`src/rtl/ram_arb_pkg.sv`:
```
// Shared definitions for the two-port RAM arbiter: FSM state encoding and port indices.
package ram_arb_pkg;

    typedef enum logic {
        ARB_IDLE   = 1'b0,
        ARB_ACCESS = 1'b1
    } arb_state_e;

    localparam logic ARB_PORT_CPU    = 1'b0;
    localparam logic ARB_PORT_LOADER = 1'b1;

endpackage

```
`src/rtl/rr_pick2.sv`:
```
// Combinational 2-way picker with lock-owner filtering.
// Build option RAM_ARBITER_FIXED_PRIO_EN: port 0 wins every tie and last_i is ignored.
module rr_pick2
    import ram_arb_pkg::*;
(
    input  logic [1:0] req_i,
    input  logic       last_i,
    input  logic       owner_i,
    input  logic       owner_valid_i,
    output logic       idx_o,
    output logic       valid_o
);

    logic [1:0] eff_req;

`ifdef RAM_ARBITER_FIXED_PRIO_EN
    logic unused_last;
    assign unused_last = last_i;
`endif

    always_comb begin
        eff_req = req_i;
        if (owner_valid_i) begin
            eff_req = owner_i ? (req_i & 2'b10) : (req_i & 2'b01);
        end
        valid_o = |eff_req;
        idx_o   = eff_req[1];
        if (&eff_req) begin
`ifdef RAM_ARBITER_FIXED_PRIO_EN
            idx_o = ARB_PORT_CPU;
`else
            idx_o = ~last_i;
`endif
        end
    end

endmodule

```
`src/rtl/ram_arbiter.sv`:
```
// Shares one combinational-read RAM between the cpu (port 0) and the loader (port 1), one access per grant.
// Build option RAM_ARBITER_FIXED_PRIO_EN switches tie-breaking from round-robin to fixed port-0 priority.
module ram_arbiter
    import ram_arb_pkg::*;
#(
    parameter int ADDRESS_WIDTH = 10,
    parameter int WIDTH         = 32
) (
    input  logic                     clk,
    input  logic                     rstn,
    input  logic                     req0,
    input  logic                     req1,
    input  logic                     lock0,
    input  logic                     lock1,
    input  logic                     we0,
    input  logic                     we1,
    input  logic [ADDRESS_WIDTH-1:0] addr0,
    input  logic [ADDRESS_WIDTH-1:0] addr1,
    input  logic [WIDTH-1:0]         wdata0,
    input  logic [WIDTH-1:0]         wdata1,
    output logic                     gnt0,
    output logic                     gnt1,
    output logic                     done0,
    output logic                     done1,
    output logic [WIDTH-1:0]         rdata,
    output logic [ADDRESS_WIDTH-1:0] ram_rd_addr,
    output logic [ADDRESS_WIDTH-1:0] ram_wr_addr,
    output logic [WIDTH-1:0]         ram_data_in,
    output logic                     ram_wr_enable,
    input  logic [WIDTH-1:0]         ram_data_out
);

    arb_state_e               state_q, state_d;
    logic                     last_q, last_d;
    logic                     port_q, port_d;
    logic                     owner_q, owner_d;
    logic                     owner_valid_q, owner_valid_d;
    logic [1:0]               gnt_q, gnt_d;
    logic [1:0]               done_q, done_d;
    logic [WIDTH-1:0]         rdata_q, rdata_d;
    logic [WIDTH-1:0]         data_in_q, data_in_d;
    logic [ADDRESS_WIDTH-1:0] rd_addr_q, rd_addr_d;
    logic [ADDRESS_WIDTH-1:0] wr_addr_q, wr_addr_d;
    logic                     wr_en_q, wr_en_d;

    logic [1:0] req_v, lock_v;
    logic       owner_hold;
    logic       pick_idx, pick_valid;

    assign req_v  = {req1, req0};
    assign lock_v = {lock1, lock0};
    // Ownership lapses as soon as the owner neither requests nor holds its lock.
    assign owner_hold = owner_valid_q & (req_v[owner_q] | lock_v[owner_q]);

    rr_pick2 u_pick (
        .req_i         (req_v),
        .last_i        (last_q),
        .owner_i       (owner_q),
        .owner_valid_i (owner_hold),
        .idx_o         (pick_idx),
        .valid_o       (pick_valid)
    );

    always_comb begin
        state_d       = state_q;
        last_d        = last_q;
        port_d        = port_q;
        owner_d       = owner_q;
        owner_valid_d = owner_valid_q;
        gnt_d         = 2'b00;
        done_d        = 2'b00;
        rdata_d       = rdata_q;
        data_in_d     = data_in_q;
        rd_addr_d     = rd_addr_q;
        wr_addr_d     = wr_addr_q;
        wr_en_d       = 1'b0;
        case (state_q)
            ARB_IDLE: begin
                owner_valid_d = owner_hold;
                if (pick_valid) begin
                    state_d       = ARB_ACCESS;
                    last_d        = pick_idx;
                    port_d        = pick_idx;
                    owner_d       = pick_idx;
                    owner_valid_d = lock_v[pick_idx];
                    if (pick_idx == ARB_PORT_CPU) begin
                        gnt_d     = 2'b01;
                        rd_addr_d = addr0;
                        wr_addr_d = addr0;
                        data_in_d = wdata0;
                        wr_en_d   = we0;
                    end else begin
                        gnt_d     = 2'b10;
                        rd_addr_d = addr1;
                        wr_addr_d = addr1;
                        data_in_d = wdata1;
                        wr_en_d   = we1;
                    end
                end
            end
            ARB_ACCESS: begin
                state_d = ARB_IDLE;
                done_d  = (port_q == ARB_PORT_CPU) ? 2'b01 : 2'b10;
                if (!wr_en_q) begin
                    rdata_d = ram_data_out;
                end
            end
            default: state_d = ARB_IDLE;
        endcase
    end

    always_ff @(posedge clk or negedge rstn) begin
        if (!rstn) begin
            state_q       <= ARB_IDLE;
            last_q        <= ARB_PORT_LOADER;
            port_q        <= ARB_PORT_CPU;
            owner_q       <= ARB_PORT_CPU;
            owner_valid_q <= 1'b0;
            gnt_q         <= 2'b00;
            done_q        <= 2'b00;
            rdata_q       <= '0;
            data_in_q     <= '0;
            rd_addr_q     <= '0;
            wr_addr_q     <= '0;
            wr_en_q       <= 1'b0;
        end else begin
            state_q       <= state_d;
            last_q        <= last_d;
            port_q        <= port_d;
            owner_q       <= owner_d;
            owner_valid_q <= owner_valid_d;
            gnt_q         <= gnt_d;
            done_q        <= done_d;
            rdata_q       <= rdata_d;
            data_in_q     <= data_in_d;
            rd_addr_q     <= rd_addr_d;
            wr_addr_q     <= wr_addr_d;
            wr_en_q       <= wr_en_d;
        end
    end

    assign gnt0          = gnt_q[0];
    assign gnt1          = gnt_q[1];
    assign done0         = done_q[0];
    assign done1         = done_q[1];
    assign rdata         = rdata_q;
    assign ram_rd_addr   = rd_addr_q;
    assign ram_wr_addr   = wr_addr_q;
    assign ram_data_in   = data_in_q;
    assign ram_wr_enable = wr_en_q;

endmodule

```
`config.mk`:
```
export PLATFORM = sky130hd
export DESIGN_NAME = ram_arbiter
export DESIGN_NICKNAME = d
export VERILOG_FILES = /design/src/rtl/ram_arb_pkg.sv /design/src/rtl/rr_pick2.sv /design/src/rtl/ram_arbiter.sv
export SDC_FILE = /design/constraint.sdc
export NUM_CORES = 1
export LEC_CHECK = 0
export BUFFER_PORTS_ARGS = -buffer_cell sky130_fd_sc_hd__buf_2
export CAP_MARGIN = 25
export CORE_ASPECT_RATIO = 0.6
export CORE_MARGIN = 3
export CORE_UTILIZATION = 43
export DETAILED_ROUTE_END_ITERATION = 10
export PLACE_DENSITY = 0.77
export SETUP_SLACK_MARGIN = 0.2
export SYNTH_ARGS = -nofsm -noshare
export SYNTH_HDL_FRONTEND = slang
export SYNTH_SLANG_ARGS = --single-unit
```
`constraint.sdc`:
```
create_clock -name clk -period 2.05 [get_ports clk]
set_input_delay 0.3075 -clock clk [delete_from_list [all_inputs] [get_ports clk]]
set_output_delay 0.3075 -clock clk [all_outputs]
set_load 0.03 [all_outputs]
```
After elaboration in Yosys (flattened, before gate mapping)
Cells that the tools add are included.
{"block": "classes", "n_lt_le_gt_ge": 2, "muxes": 22, "bitwise": 5, "n_reduce_logical": 4}
{"op": "$mux 32", "n": 1}
{"op": "$mux 2", "n": 7}
{"op": "$mux 1", "n": 12}
{"op": "$mux 10", "n": 1}
{"op": "$reduce_and 2->1", "n": 3}
{"op": "$lt 1x2->1 const B", "n": 2}
{"op": "$not 1->1", "n": 3}
{"op": "$pmux 1 s2", "n": 1}
{"op": "$reduce_or 2->1", "n": 1}
{"op": "$and 1x1->1", "n": 1}
{"op": "$or 1x1->1", "n": 1}
{"block": "word_totals", "out_inout_bits": 89, "inputBits": 124, "elab_cells": 43, "regBits": 83}

Depth between registers and ports, before layout
Gate-level depths: netlist of the first run.
{"block": "logic_depth", "depth_word": 10, "depth_mapped": 6, "ltp_nobuf": 4}

By module
From an unflattened synthesis of the first run, not the netlist that was laid out.
{"block": "hier_totals", "hier_cells": 296, "hier_area_um2": 3584.7}
{"mod": "ram_arbiter", "area_each_um2": 3549.7, "seq_area_each_um2": 2078.2, "n_inst": 1, "cells_each": 290}
{"mod": "rr_pick2", "area_each_um2": 35.0, "seq_area_each_um2": 0.0, "n_inst": 1, "cells_each": 6}

Worst setup path before layout of the first run
Ideal clock, no wire load.
{"block": "synth_timing", "kind": "reg-to-reg", "from": "register owner_q", "to": "register data_in_q[0], in the netlist ram_data_in[0]", "setup_time_ps": 126, "required_ps": 1924, "synth_period_minus_slack_ps": 1558, "arrival_time_ps": 1432, "stages_incl_launch_ff": 7, "n_path_buf": 2, "setup_slack_ps": 492, "cell_sequence": "dfrtp_1 > nand2b_2 > nor2_1 > nor3_2 > buf_2 > buf_2 > a221o_1"}
{"block": "synth_via", "elab_chain_len": 8, "elab_cells_between_ends": 13, "classes_between": "mux (8); bitwise (2); reduce/logical (3)"}
{"item": "start: declaration", "line_no": "ram_arbiter.sv:36", "text": "logic owner_q, owner_d;"}
{"item": "start signal: assignment", "line_no": "ram_arbiter.sv:130", "text": "owner_q <= owner_d;"}
{"item": "$mux 1 (implied by the code) (2 in a row)", "line_no": "ram_arbiter.sv:53", "text": "assign owner_hold = owner_valid_q & (req_v[owner_q] | lock_v[owner_q]);"}
{"item": "$or 1x1->1", "line_no": "ram_arbiter.sv:53"}
{"item": "$and 1x1->1", "line_no": "ram_arbiter.sv:53"}
{"item": "$mux 2 *", "line_no": "rr_pick2.sv:23", "text": "if (owner_valid_i) begin"}
{"item": "$reduce_and 2->1", "line_no": "rr_pick2.sv:28", "text": "if (&eff_req) begin"}
{"item": "$mux 1", "line_no": "rr_pick2.sv:28"}
{"item": "$mux 32", "line_no": "ram_arbiter.sv:86", "text": "if (pick_idx == ARB_PORT_CPU) begin"}
{"item": "end signal: assignment", "line_no": "ram_arbiter.sv:135", "text": "data_in_q <= data_in_d;"}
{"item": "end: declaration", "line_no": "ram_arbiter.sv:41", "text": "logic [WIDTH-1:0] data_in_q, data_in_d;"}
Mark *: on every way between the ends. The rest lies on a longest branch, timed or not. The select of a mux whose other input is x is not followed.
A chain may end at the register's enable or synchronous reset.

Worst setup path in the final report of the first run
{"block": "layout_timing", "from": "register owner_q", "to": "register wr_addr_q[6], in the netlist ram_wr_addr[6]"}
{"block": "layout_via", "elab_chain_len": 8, "elab_cells_between_ends": 13, "classes_between": "mux (8); bitwise (2); reduce/logical (3)"}
{"item": "$mux 1 (implied by the code) (2 in a row)", "line_no": "ram_arbiter.sv:53"}
{"item": "$or 1x1->1", "line_no": "ram_arbiter.sv:53"}
{"item": "$and 1x1->1", "line_no": "ram_arbiter.sv:53"}
{"item": "$mux 2 *", "line_no": "rr_pick2.sv:23"}
{"item": "$reduce_and 2->1", "line_no": "rr_pick2.sv:28"}
{"item": "$mux 1", "line_no": "rr_pick2.sv:28"}
{"item": "$mux 10", "line_no": "ram_arbiter.sv:86"}
{"item": "end signal: assignment", "line_no": "ram_arbiter.sv:137", "text": "wr_addr_q <= wr_addr_d;"}
{"item": "end: declaration", "line_no": "ram_arbiter.sv:43", "text": "logic [ADDRESS_WIDTH-1:0] wr_addr_q, wr_addr_d;"}
Marks and branches as above.

==> out/results.md, run 1 <==
| Step | Quantity | This run |
| --- | --- | --- |
| sta | Worst hold slack after final layout | 0.204 ns |
| floorplanning | Number of placement rows | 24 |
| synthesis | Cell types occupying the most area after synthesis | sky130_fd_sc_hd__dfrtp_1 58%, sky130_fd_sc_hd__a221o_1 12%, sky130_fd_sc_hd__mux2_2 8.3% |
| sta | Transition time at the pin with the least slew margin | 0.447 ns |
| synthesis | Sequential element share of the synthesized area | 58.8% |
| final layout | Finished layout cell area | 0.00487 sq mm |
| pwr | Maximum vdd ir drop | 773 uV |
| sta | Number of setup violations in the final report | 0 |
| route | Final routed DRC violation total | 0 |
| synthesis | Most used standard cells in the synthesized netlist | 82 x sky130_fd_sc_hd__dfrtp_1, 43 x sky130_fd_sc_hd__a221o_1, 43 x sky130_fd_sc_hd__and2_1 |
| placed design | HPWL after detailed placement | 6.96 mm |
| setup path | Largest fanout on the critical path | 20 |
| hold path | Hold WC Path Type | input port to register |
| grt | Remaining global-route overflow | 0 |
| final layout | Growth of design area from synthesis to finish | 37.9% |
| final layout | # nets final | 578 |
| grt | Initial antenna violation count | 0 |
| sta | F_max | 575 MHz |
| route | Vias per cell | 4.85 |
| placed design | Port Buffers | 212 |
| sta | Final Hold Fails | 0 |
| synthesis | Most used flip-flop cell after synthesis | sky130_fd_sc_hd__dfrtp_1 |
| pwr | Leakage | 2.54 nW |
| route | First-iteration detailed-routing DRC count | 135 |
| route | Antenna violation net count after detailed routing | 0 |
| clock network | Maximum buffer depth of the clock tree | 2 |
| route | Drt pass-1 iters | 6 |
| sta | Post-Route Skew | 0.00586 ns |
| sta | Headroom to the max-slew limit | 70.2% |
| synthesis | Ys Warns | 0 |
| route | Post-DR wirelength/cell | 15.8 microns |
| synthesis | Async S/R FF share, synth | 100% |
| sta | Slew Viols, Final | 0 |
| clock network | Setup Buffers After CTS | 0 |
| synthesis | Mapped Area | 0.00353 sq mm |
| synthesis | Most common cell in the synthesized netlist | sky130_fd_sc_hd__dfrtp_1 |
| setup path | Nature of the critical path endpoint | register |
| final layout | Diode insertion count for antenna repair | 0 |
| placed design | Total cell area at the placement stage | 0.00458 sq mm |
| job | # Max-Cap Violations | 0 |
| synthesis | Distinct cells, synth | 27 |
| floorplanning | Core area | 0.00760 sq mm |
| setup path | Required @ worst endpoint | 2.31 ns |
| setup path | WS Path Type | register to register |
| clock network | H-tree levels | 3 |
| floorplanning | Initial core utilization | 46.5% |
| floorplanning | Die area | 0.00938 sq mm |
| sta | Unrepaired setup endpoints after global routing | yes |
| floorplanning | Die height | 76.2 microns |
| setup path | Startpoint class of the critical path | register |
| route | Vias after detailed routing | 2733 |
| synthesis | Number of nets in the synthesized netlist | 374 |
| synthesis | Avg Synthesized Cell Area | 14.1 sq um |
| synthesis | Yosys top cell by area | sky130_fd_sc_hd__dfrtp_1 |
| run status | Status | completed |
| grt | Number of global-route vias before repair | 2835 |
| setup path | Arrival time worst endpoint | 2.00 ns |
| grt | Global-route total usage across every layer | 18.9% |
| clock network | Later-pin clock latency in the skew report | 0.32 ns |
| sta | Sum of negative setup slack | 0 ns |
| synthesis | Number of enable-type register cells in the synthesized netlist | 0 |
| floorplanning | Die outline width | 123 microns |
| sta | Period minus WS final | 1.74 ns |
| route | Total wire length | 8.90 mm |
| clock network | Clock Sinks | 83 |
| grt | Largest net degree at the start of global routing | 50 |
| clock network | Number of buffers inserted during clock tree synthesis | 9 |
| grt | Wire length of the first global-routing pass | 14.0 mm |
| synthesis | Synth top area share | 58.1% |
| final layout | Share of cells above drive strength 1 | 58.4% |
| final layout | Layout fillers | 605 |
| synthesis | Count of mapped cells out of synthesis | 250 |
| synthesis | Number of register bits inferred by synthesis | 83 |
| clock network | Clock transition time at the flip-flop clock pins of the worst setup and hold paths | 0.06 ns |
| floorplanning | I/O pin cnt | 213 |
| clock network | Root buffer cell | sky130_fd_sc_hd__clkbuf_16 |
| placed design | RePlAce Congestion | 0.767 |
| sta | Portion of the clock cycle consumed by the worst path in the final layout | 84.8% |
| clock network | TritonCTS clock tree | built |
| pwr | Pwr/cell area | 1830 mW/mm^2 |
[worst paths after layout]
path                                       from                     endpoint  slack (ns)  cells past startpoint
min reg2reg                rdata[1]$_DFFE_PN0P_         rdata[1]$_DFFE_PN0P_        0.49                      1
max in group asynchronous                  rstn           last_q$_DFFE_PN1P_        0.90                      3
max                         owner_q$_DFFE_PN0P_   ram_wr_addr[6]$_DFFE_PN0P_        0.31                      5
min in group asynchronous                  rstn  ram_data_in[22]$_DFFE_PN0P_        0.47                      2
max reg2reg                 owner_q$_DFFE_PN0P_   ram_wr_addr[6]$_DFFE_PN0P_        0.31                      5
min                                         we1      ram_wr_enable$_DFF_PN0_        0.20                      2
[logic make-up (layout without fill, tap and decap cells)]
family | count (synthesis) | in the layout | share of synthesized area, %
flops | 83 | 83 | 58.8
compound gates | 50 | 50 | 14.4
mux | 32 | 32 | 10.2
simple gates | 55 | 55 | 9.81
buf+inv | 30 | 239 | 6.83
[cell usage in the layout (no fill, tap or decap), types with 2 or more instances in the layout]
cell type                    count
sky130_fd_sc_hd__buf_2         211
sky130_fd_sc_hd__dfrtp_1        82
sky130_fd_sc_hd__and2_1         43
sky130_fd_sc_hd__a221o_1        43
sky130_fd_sc_hd__mux2_2         26
sky130_fd_sc_hd__clkbuf_16       9
sky130_fd_sc_hd__buf_4           7
sky130_fd_sc_hd__mux2_1          6
sky130_fd_sc_hd__nor2_1          3
sky130_fd_sc_hd__inv_1           2
sky130_fd_sc_hd__a21o_1          2
sky130_fd_sc_hd__inv_6           2
sky130_fd_sc_hd__clkinvlp_4      2
[flip-flops by register name (all words and copies together) (netlist names)]
register / cells
ram_wr_enable: 1
owner_q: 1
rdata: 32
ram_data_in: 32
state_q: 1
done_q: 2
last_q: 1
owner_valid_q: 1
gnt_q: 2
ram_wr_addr: 10
[worst max-delay path, stage by stage (launching register included)]
cell and delay, ns:
sky130_fd_sc_hd__dfrtp_1 0.44, sky130_fd_sc_hd__nand2b_2 0.24, sky130_fd_sc_hd__nor2_1 0.24, sky130_fd_sc_hd__o22a_1 0.29
sky130_fd_sc_hd__buf_4 0.28, sky130_fd_sc_hd__a221o_1 0.19
[metal layers]
metal  share of wire (%)  wire [microns]  vias up  track usage (%)
met5                   0               0        -                0
met2                  50            4470      122             32.6
met4                0.19              17        0             3.65
li1                    -               -     1323                -
met3                 8.0             712        2             5.12
met1                  42            3700     1286             24.0
[report_power, final]
part | switching [mW] | internal, mW
logic | 2.88 | 1.64
clock network | 0.625 | 0.861
registers | 0.454 | 2.45
total | 3.95 | 4.95
[final cells by class]
cell class | count | area, sq um | share of cell area [%]
clock buffer | 10 | 239 | 4.90
timing repair buffer | 221 | 1150 | 23.6
clock inverter | 6 | 46.3 | 0.950
multi-input combinational | 137 | 1220 | 25.1
sequential | 83 | 2080 | 42.6
inverter | 2 | 7.51 | 0.154
tap | 104 | 130 | 2.67
[stage by stage]
| step | power [mW] | cells | util, % | setup slack (ns) |
|---|---|---|---|---|
| 6_report | 8.90 | 563 | 64.2 | 0.311 |
| 5_1_grt | 9.45 | 563 | 64.2 | 0.180 |
| 4_1_cts | 9.00 | 563 | 64.1 | 0.276 |
| 3_5_place_dp | 7.49 | 546 | 60.2 | 0.292 |
| 3_3_place_gp | 7.37 | 546 | 60.2 | 0.350 |
| 2_1_floorplan | 6.34 | 250 | - | 0.492 |
[repair_timing]
action / in CTS / in global routing
setup endpoints to repair: 0 / 16
hold buffers: 1 / 0
hold endpoints to repair: 34 / 0
resized for setup: 0 / 1
No activity file was read; power rests on OpenSTA's default activity.
==> inputs of run 2 (changes only) <==
==> constraint.sdc (replaced) <==
create_clock -name clk -period 1.7 [get_ports clk]
set_input_delay 0.255 -clock clk [delete_from_list [all_inputs] [get_ports clk]]
set_output_delay 0.255 -clock clk [all_outputs]
set_load 0.03 [all_outputs]
==> run 2 against run 1 <==
Effect of this change:
- sequential cell count is the same
- hold slack got worse by 0.060 ns
- largest cell class unchanged
- worst setup slack lost 0.18 ns
- highest routed layer unchanged
- clock skew up 0.00075 ns
==> out/results.md, run 2 (synthesized netlist as in run 1, its figures left out) <==
| Step | Quantity | This run | vs previous |
| --- | --- | --- | --- |
| run status | Status | completed |  |
| floorplanning | I/O pin cnt | 213 | unchanged |
| route | Final routed DRC violation total | 0 | unchanged |
| sta | Transition time at the pin with the least slew margin | 0.446 ns | -0.00115 ns |
| hold path | Min-Delay Endpoint | rdata[13]$_DFFE_PN0P_ |  |
| sta | Number of setup violations in the final report | 0 | unchanged |
| setup path | End of the worst register-to-register path | ram_data_in[7]$_DFFE_PN0P_ |  |
| final layout | Growth of design area from synthesis to finish | 43.1% |  |
| placed design | HPWL after detailed placement | 6.88 mm | -1.1% |
| final layout | Layout fillers | 593 | -2.0% |
| route | Vias after detailed routing | 2818 | +3.1% |
| pwr | Maximum vdd ir drop | 942 uV | +22% |
| sta | Slew Viols, Final | 0 | unchanged |
| floorplanning | Core area | 0.00760 sq mm | unchanged |
| sta | Period minus WS final | 1.57 ns | -0.172 ns |
| clock network | Number of buffers inserted during clock tree synthesis | 9 | unchanged |
| sta | Headroom to the max-slew limit | 70.3% | +0.077 points |
| floorplanning | Die height | 76.2 microns | unchanged |
| setup path | Arrival time worst endpoint | 1.77 ns | -0.23 ns |
| clock network | Clock Sinks | 83 | unchanged |
| grt | Global-route total usage across every layer | 19.1% | +0.19 points |
| setup path | Largest fanout on the critical path | 17 | -15% |
| job | # Max-Cap Violations | 0 | unchanged |
| placed design | Port Buffers | 212 | unchanged |
| grt | Number of global-route vias before repair | 2833 | -0.071% |
| sta | F_max | 638 MHz | +11% |
| route | Antenna violation net count after detailed routing | 0 | unchanged |
| clock network | Root buffer cell | sky130_fd_sc_hd__clkbuf_16 |  |
| final layout | Footprint of the multi-input gates | 0.00125 sq mm | +2.6% |
| pwr | Total power | 11.3 mW | +27% |
| grt | Wire length of the first global-routing pass | 14.2 mm | +1.4% |
| sta | Sum of negative setup slack | 0 ns | unchanged |
| final layout | # nets final | 585 | +1.2% |
| clock network | TritonCTS clock tree | built |  |
| sta | Final Hold Fails | 0 | unchanged |
| hold path | Startpoint of the worst hold path | ram_data_out[13] |  |
| setup path | WS Path Type | register to register |  |
| final layout | Share of cells above drive strength 1 | 60.1% | +1.7 points |
| route | First-iteration detailed-routing DRC count | 102 | -24% |
| route | Total wire length | 9.49 mm | +6.6% |
| final layout | Register area | 0.00208 sq mm | about the same |
| setup path | Depth of the worst register-to-register path | 4 | -1 |
| sta | Portion of the clock cycle consumed by the worst path in the final layout | 92.2% | +7.3 points |
| setup path | Nature of the critical path endpoint | register |  |
| floorplanning | Number of placement rows | 24 | unchanged |
| hold path | Hold path cells | 2 | unchanged |
| clock network | Maximum buffer depth of the clock tree | 2 | unchanged |
| grt | Largest net degree at the start of global routing | 84 | +68% |
| grt | Remaining global-route overflow | 0 | unchanged |
| clock network | H-tree levels | 3 | unchanged |
| final layout | Most frequent cells in the layout | 211 x sky130_fd_sc_hd__buf_2, 81 x sky130_fd_sc_hd__dfrtp_1, 43 x sky130_fd_sc_hd__and2_1, 43 x sky130_fd_sc_hd__a221o_1, 26 x sky130_fd_sc_hd__mux2_2 |  |
| clock network | Later-pin clock latency in the skew report | 0.33 ns | about the same |
| pwr | Pwr/cell area | 2240 mW/mm^2 | +23% |
| setup path | Setup slack, reg-to-reg | 0.13 ns | -0.18 ns |
| route | Post-DR wirelength/cell | 16.7 microns | +5.3% |
| setup path | Startpoint class of the critical path | register |  |
| floorplanning | Die area | 0.00938 sq mm | unchanged |
| setup path | Worst R2R Start | state_q$_DFF_PN0_ |  |
| floorplanning | Die outline width | 123 microns | unchanged |
| pwr | Leakage | 2.61 nW | +2.9% |
| hold path | Hold WC Path Type | input port to register |  |
| clock network | Clock transition time at the flip-flop clock pins of the worst setup and hold paths | 0.06 ns | about the same |
| route | Drt pass-1 iters | 4 | -2 |
| final layout | Diode insertion count for antenna repair | 0 | unchanged |
| grt | Initial antenna violation count | 0 | unchanged |
| setup path | Required @ worst endpoint | 1.90 ns | -0.41 ns |
| floorplanning | Initial core utilization | 46.5% | unchanged |
| route | Vias per cell | 4.94 | +1.8% |
| final layout | Most common cell after layout, fill and taps aside | sky130_fd_sc_hd__buf_2 |  |
| placed design | RePlAce Congestion | 0.787 | +2.6% |
| sta | Unrepaired setup endpoints after global routing | yes |  |
| sta | Post-Route Skew | 0.00661 ns | +0.000750 ns |
-- run 2: per-stage QoR --
| stage | util, % | cell area, sq um | hold WS, ns | instances | setup WS (ns) |
|---|---|---|---|---|---|
| global route | 66.6 | 5060 | 0.139 | 570 | 0.0839 |
| floorplan | - | 3540 | -0.0406 | 250 | 0.188 |
| detailed placement | 60.9 | 4630 | 0.316 | 547 | 0.0782 |
| CTS | 65.5 | 4980 | 0.136 | 567 | 0.140 |
| global placement | 60.9 | 4630 | 0.312 | 547 | 0.136 |
| finish | 66.6 | 5060 | 0.144 | 570 | 0.133 |
-- run 2: timing repair --
item / CTS / global route
gates cloned: 0 / 2
hold endpoints to repair: 82 / 0
hold buffers: 1 / 0
endpoints found under the setup margin: 42 / 44
pin swaps: 0 / 9
resized for setup: 2 / 8
buffers inserted: 3 / 1
-- run 2: final cells by class --
class / instances / area share (%)
repair buffers: 228 / 25.2
clock buffers: 10 / 4.72
clock inverters: 6 / 1.41
well taps: 104 / 2.57
flip-flops and latches: 83 / 41.1
inverters: 2 / 0.148
multi-input cells: 137 / 24.8
-- run 2: report_power, final --
part / switching [mW] / internal [mW] / total [mW] / leakage, nW
Combinational: 3.62 / 2.26 / 5.87 / 1.46
Sequential: 0.542 / 2.95 / 3.49 / 1.01
Clock: 0.791 / 1.19 / 1.98 / 0.146
-- run 2: worst max-delay path by stage --
stage / startpoint / endpoint / slack, ns / depth (start not counted)
floorplan: state_q$_DFF_PN0_ / ram_data_in[24]$_DFFE_PN0P_ / 0.19 / 5
global placement: req1 / ram_wr_addr[8]$_DFFE_PN0P_ / 0.14 / 5
detailed placement: req1 / ram_data_in[2]$_DFFE_PN0P_ / 0.08 / 5
CTS: owner_valid_q$_DFFE_PN0N_ / ram_data_in[2]$_DFFE_PN0P_ / 0.14 / 4
global route: state_q$_DFF_PN0_ / ram_wr_addr[4]$_DFFE_PN0P_ / 0.08 / 4
finish: state_q$_DFF_PN0_ / ram_data_in[7]$_DFFE_PN0P_ / 0.13 / 4
-- run 2: worst max-delay path: stages, from the launching register on --
cell and delay (ns):
sky130_fd_sc_hd__dfrtp_1 0.41, sky130_fd_sc_hd__or2b_1 0.27, sky130_fd_sc_hd__o22a_4 0.24, sky130_fd_sc_hd__buf_12 0.16
sky130_fd_sc_hd__a221o_1 0.35
-- run 2: layer usage --
layer / wire length, microns / track usage [%] / vias to the layer above
met5: 0 / 0 / -
met4: 77 / 3.65 / 0
met3: 732 / 5.56 / 9
met2: 4680 / 31.9 / 117
met1: 4000 / 24.9 / 1361
li1: - / - / 1331
